File: config.mk
export PLATFORM = sky130hd
export DESIGN_NAME = uart_rx_fifo
export DESIGN_NICKNAME = d
export VERILOG_FILES = /design/src/rtl/uart_rx_fifo.sv
export SDC_FILE = /design/constraint.sdc
export NUM_CORES = 1
export LEC_CHECK = 0
export CORE_AREA = 2 2 167 128
export CTS_CLUSTER_SIZE = 28
export DETAILED_ROUTE_END_ITERATION = 6
export DIE_AREA = 0 0 169 130
export SYNTH_ARGS = -nofsm -noshare
export SYNTH_HDL_FRONTEND = slang
export SYNTH_SLANG_ARGS = --single-unit
File: constraint.sdc
create_clock -name clk -period 5.9 [get_ports clk]
set_input_delay 1.18 -clock clk [delete_from_list [all_inputs] [get_ports clk]]
set_output_delay 1.18 -clock clk [all_outputs]
set_load 0.02 [all_outputs]
File: src/rtl/uart_rx_fifo.sv
// uart_rx_fifo: receive buffer behind a UART receiver.
// Stores {e_frame, e_parity, din} on each rx_done_tick and presents them to
// the host as a first-word-fall-through FIFO. It also provides a sticky
// overrun flag and saturating parity/framing error counters.
// Optional build macro UART_RX_FIFO_ERR_DROP_EN: when defined, errored
// characters are only counted and are never stored.
module uart_rx_fifo #(
  parameter int DBIT   = 8,
  parameter int ADDR_W = 4
) (
  input  logic              clk,
  input  logic              reset,
  input  logic              rx_done_tick,
  input  logic [DBIT-1:0]   din,
  input  logic              e_parity,
  input  logic              e_frame,
  input  logic              rd,
  input  logic              clr_ovr,
  input  logic              clr_err,
  output logic [DBIT-1:0]   dout,
  output logic              dout_e_par,
  output logic              dout_e_frm,
  output logic              empty,
  output logic              full,
  output logic [ADDR_W:0]   count,
  output logic              overrun,
  output logic [7:0]        par_err_cnt,
  output logic [7:0]        frm_err_cnt
);

  localparam int DEPTH = 1 << ADDR_W;
  localparam int EW    = DBIT + 2;
  localparam logic [ADDR_W:0] DEPTH_CNT = (ADDR_W + 1)'(DEPTH);

  // Entry layout: {frame error, parity error, character}
  logic [EW-1:0]     mem [0:DEPTH-1];

  logic [ADDR_W-1:0] wr_ptr_reg, rd_ptr_reg;
  logic [ADDR_W:0]   count_reg, count_next;
  logic              empty_reg, full_reg;
  logic              overrun_reg, overrun_next;
  logic              accept, push, pop, ovr_event;
  logic [1:0]        err_in;

  // Decide which characters are candidates for storage, and resolve push/pop
  always_comb begin
    accept = rx_done_tick;
`ifdef UART_RX_FIFO_ERR_DROP_EN
    if (e_parity || e_frame)
      accept = 1'b0;
`endif
    pop       = rd && !empty_reg;
    // A same-cycle pop frees the slot, so a full FIFO still accepts the write
    push      = accept && (!full_reg || pop);
    ovr_event = accept && full_reg && !pop;
  end

  // Next occupancy and sticky overrun (a new overrun beats a clear)
  always_comb begin
    count_next = count_reg;
    if (push && !pop)
      count_next = count_reg + 1'b1;
    else if (pop && !push)
      count_next = count_reg - 1'b1;

    overrun_next = overrun_reg;
    if (ovr_event)
      overrun_next = 1'b1;
    else if (clr_ovr)
      overrun_next = 1'b0;
  end

  // Pointers, count and status flags; flags come from next-count so rd has
  // no combinational path to empty/full
  always_ff @(posedge clk) begin
    if (reset) begin
      wr_ptr_reg  <= '0;
      rd_ptr_reg  <= '0;
      count_reg   <= '0;
      empty_reg   <= 1'b1;
      full_reg    <= 1'b0;
      overrun_reg <= 1'b0;
    end else begin
      if (push)
        wr_ptr_reg <= wr_ptr_reg + 1'b1;
      if (pop)
        rd_ptr_reg <= rd_ptr_reg + 1'b1;
      count_reg   <= count_next;
      empty_reg   <= (count_next == '0);
      full_reg    <= (count_next == DEPTH_CNT);
      overrun_reg <= overrun_next;
    end
  end

  // Storage write; contents are intentionally left unreset
  always_ff @(posedge clk) begin
    if (push)
      mem[wr_ptr_reg] <= {e_frame, e_parity, din};
  end

  // Head entry is read combinationally so it is valid whenever empty=0
  assign {dout_e_frm, dout_e_par, dout} = mem[rd_ptr_reg];

  assign empty   = empty_reg;
  assign full    = full_reg;
  assign count   = count_reg;
  assign overrun = overrun_reg;

  // Index 0 counts parity errors, index 1 framing errors
  assign err_in = {e_frame, e_parity};

  genvar gi;
  generate
    for (gi = 0; gi < 2; gi++) begin : g_err_cnt
      logic [7:0] cnt_reg;

      // Saturating error counter; clear takes priority over a same-cycle increment
      always_ff @(posedge clk) begin
        if (reset)
          cnt_reg <= '0;
        else if (clr_err)
          cnt_reg <= '0;
        else if (rx_done_tick && err_in[gi] && (cnt_reg != 8'hFF))
          cnt_reg <= cnt_reg + 8'd1;
      end
    end
  endgenerate

  assign par_err_cnt = g_err_cnt[0].cnt_reg;
  assign frm_err_cnt = g_err_cnt[1].cnt_reg;

endmodule

-- Word level (Yosys, flattened, before mapping)
Memory sizes are Yosys's and may differ from the RTL's. A register that Yosys moved wholly into a read port is not among the register bits.
Cells that the tools add are included.
- shift operators: 0
- reduce and logical (&&, ||, !) cells: 18
- mux-type cells: 8
- order comparisons: 0
- eq/ne operators: 3
- bitwise gates (word level): 0
- multiply operators: 0
- divide/modulo/power cells: 0
- add/subtract/negate cells: 6
- operators by type and width (kind ; number):
    8-bit by 1-bit adder with 8-bit output, second input constant ; 2
    8-bit != test, second input constant ; 2
    1-bit logical AND ; 10
    5-bit 2-to-1 mux ; 2
    4-bit by 1-bit adder with 4-bit output, second input constant ; 2
    4-bit 2-to-1 mux ; 2
    5-bit by 1-bit adder with 5-bit output, second input constant ; 1
    5-bit == test, second input constant ; 1
    5-bit logical NOT ; 1
    5-bit by 1-bit subtractor with 5-bit output, second input constant ; 1
    1-bit logical NOT ; 4
    1-bit 2-to-1 mux ; 4
    2-bit nonzero test ; 1
    2-bit OR reduction ; 1
    1-bit logical OR ; 1
- register bits: 32
- input bits: 16
- ROM bits: 0
- output and inout port bits: 34
- bits in writable memories: 160
- bits in latches: 0
- logic and storage cells: 44
- memories kept: 1
- memory list (name ; depth ; bits a word ; read ports ; clocked after Yosys merged registers in ; write ports ; RTL line ; RTL):
    mem ; 16 ; 10 ; 1 ; 1 ; 1 ; 36 ; logic [EW-1:0] mem [0:DEPTH-1];

-- Logic depth before layout (Yosys ltp)
- depth after elaboration: 9
- mapped depth: 7
- depth with buffers taken out: 7

-- Worst setup path before layout
Ideal clock, no wire load.
- path type: input-to-reg
- from: input port rx_done_tick
- to: memory mem[3][0] in the netlist's numbering, enable pin
- cell stages on the path: 4
- path slack: 2.802 ns
- data arrival time: 2.708 ns
- required time: 5.510 ns
- setup time: 0.390 ns
- cell sequence: clkbuf_1 > a21boi_2 > nand2_1 > nor3_1
- longest elaborated chain between the ends: 3
- ends and longest elaborated chain (item ; RTL line ; RTL):
    from (decl) ; 13 ; input logic rx_done_tick,
    1-bit logical AND ; 54 ; push = accept && (!full_reg || pop);
    1-bit 2-to-1 mux ; 97 ; if (push)
    1-bit 2-to-1 mux (implied by the code) ; 98 ; mem[wr_ptr_reg] <= {e_frame, e_parity, din};
    to (decl) ; 36 ;
Every way passes these cells.

==> impl_metrics.toml <==
[synth]
seq_area_frac_synth_pct = 70.5
syn-cell-area_um2 = 7840
ys_seq_elements = 196
yosysUniqueCellTypes = 35
synthTopCellsByArea = "edfxtp_1, mux4_1, dfxtp_1"
syn_nets = 446
avgSynthCellArea_um2 = 18.6
synth-main-ff-cell = "edfxtp_1"
syn_inst = 421
synth-async-reset-ratio_pct = 0
synth_warnings = 0
synth_edf_count = 160
synth_top_cell_by_area = "edfxtp_1"
synth_top_area_share_pct = 61.3

[min_path]
min-delay-start = "rd_ptr_reg[1]"
worstHoldPathCells = 2
hold_class = "flop to flop"

[worst_setup_path]
path_class = "flop to primary output"
cp-end-kind = "primary output"
crit_path_start_kind = "flop"
crit_required_ns = 4.72
crit_fanout = 21
crit-reg2reg-launch = "empty"
cpPeakStageDelay_ns = 0.76
reg2reg_to = "mem[9][8]"
path_cells = "buf_4, mux4_1, mux4_2, clkdlybuf4s50_1"
worst-r2r-setup-slack_ns = 3.47
arrival_ns = 3.32
cp_slowest_cell = "dfxtp_2"
rr_worst_depth = 4

[clocking]
root_buffer = "clkbuf_16"
cts_buffers = 17
ctsLongestPathBuffers = 2
cts_tree = "done"
cts-resized-gates = 0
cts.hold.buffers_added = 0
post_cts_buffers = 0
htree_levels = 4
clkSlewWorstSetupHoldPaths_ns = 0.07
clkLatencyLatePin_ns = 0.43
cts_num_sinks = 196

[sta]
setup_slack_ns = 1.40
max_slew.worst_pin.slew_ns = 1.17
rsz0062_at_grt = "no"
hold_violations = 0
drv_slew = 0
finalSetupTns_ns = 0
finalCritPeriodShare_pct = 76.3
fin_skew_ns = 0.00964
fmax_mhz = 222
finalSetupViolCount = 0
slew_headroom_pct = 21.7
fin_crit_ns = 4.50
hold_ws_ns = 0.507

[routing]
drc = 0
first_iter_violations = 337
wl_per_cell_um = 19.8
vias = 3950
drt-total-wl_um = 15100
first_pass_iters = 5
final_antenna_net_count = 0
via_per_inst = 5.18

[final_layout]
n_antenna_cell = 0
regMostFlops = "mem"
fin_util_pct = 44.8
mostFrequentLayoutCells = "edfxtp_1, clkdlybuf4s50_1, nor2_1"
drive_above_1_share_pct = 13.4
mostFrequentLayoutCell = "edfxtp_1"
syn_to_final_growth_pct = 17.9
final_nets = 511
largest_reg_flops = 160

[floorplan]
core_um2 = 20600
initial_core_util_pct = 38.0
rows = 46
die_w_um = 169
ioPinCount = 50
die_area_um2 = 22000
dieHeight_um = 130

[place]
dp_hpwl_um = 9950
place_congestion = 0.759
io_buffer_count = 49
pre_cts_ws_ns = 1.80

[power_and_ir_drop]
powerDensity_nw_per_um2 = 332
p_leak_nw = 2.98
p_total_mw = 3.07
peakVddDrop_mv = 0.198

[grt]
grt_antenna_before_repair = 0
grt_max_degree = 41
grt_pass1_vias = 3905
grt.overflow.total = 0
track_usage_pct = 14.8
grt_pass1_wl_um = 23500

[run_status]
run_status = "completed"

[job]
maxCapViolCount = 0
[final cells by class]
class | instances | area (um2)
clock buffer | 21 | 450
sequential | 196 | 5530
clock inverter | 11 | 130
fill | 1726 | 11400
multi-input combinational | 200 | 2170
inverter | 6 | 22.5
tap | 264 | 330
timing repair buffer | 65 | 611
[critical path, delay by kind of cell, from the launching register on]
family / cells / cell delay [ns]
mux: 2 / 1.12
flops: 1 / 0.76
buf+inv: 2 / 1.01
[worst max-delay path by stage]
stage,start,to,slack [ns],cells past startpoint
2_1_floorplan,rx_done_tick,mem[3][0],2.80,4
3_3_place_gp,flop,dout_e_par,1.87,4
3_5_place_dp,flop,dout[6],1.80,4
4_1_cts,flop,dout[6],1.33,4
5_1_grt,flop,dout[6],1.25,4
6_report,flop,dout[6],1.40,4
[metal layers]
metal	routed length [um]	GRT usage [%]	vias up
met5	0	0	-
met4	120	3.77	0
met3	863	4.06	12
met2	6980	22.6	121
met1	7160	21.2	2002
li1	-	-	1815
[synthesized netlist by cell type, types with 2 or more instances]
library cell	n
edfxtp_1	160
nor2_1	46
dfxtp_1	36
mux4_1	31
mux4_2	19
nand2_1	18
xor2_1	14
clkbuf_1	11
ha_1	9
xnor2_1	9
nand3_1	8
nand4_1	7
inv_1	6
a21oi_1	5
and4_1	5
mux2i_1	5
buf_6	4
nor3_1	4
nand2b_1	3
nor2b_1	3
a41oi_1	2
buf_1	2
o21ai_1	2
[stage by stage]
step                instance area, um2  cells
detailed placement                8660    731
global route                      9240    763
global placement                  8660    731
finish                            9240    763
CTS                               9240    763
floorplan                         7840    421
[report_power, final]
group          internal, mW  leakage [nW]  switching (mW)
sequential             1.53          1.74          0.0376
combinational         0.197         0.970           0.184
clock                 0.639         0.275           0.482
[kinds of logic (layout without fill, tap and decap cells)]
family | Yosys count | in the layout | share of synthesized area (%)
XOR/XNOR | 23 | 23 | 2.57
multiplexers | 56 | 56 | 16.6
AO/OA/AOI/OAI | 13 | 13 | 1.15
flip-flops | 196 | 196 | 70.5
AND/OR/NAND/NOR | 99 | 99 | 5.89
adder cells (fa/ha/maj) | 9 | 9 | 1.44
buffers and inverters | 25 | 103 | 1.80
Power figures use the tool's default switching activity.
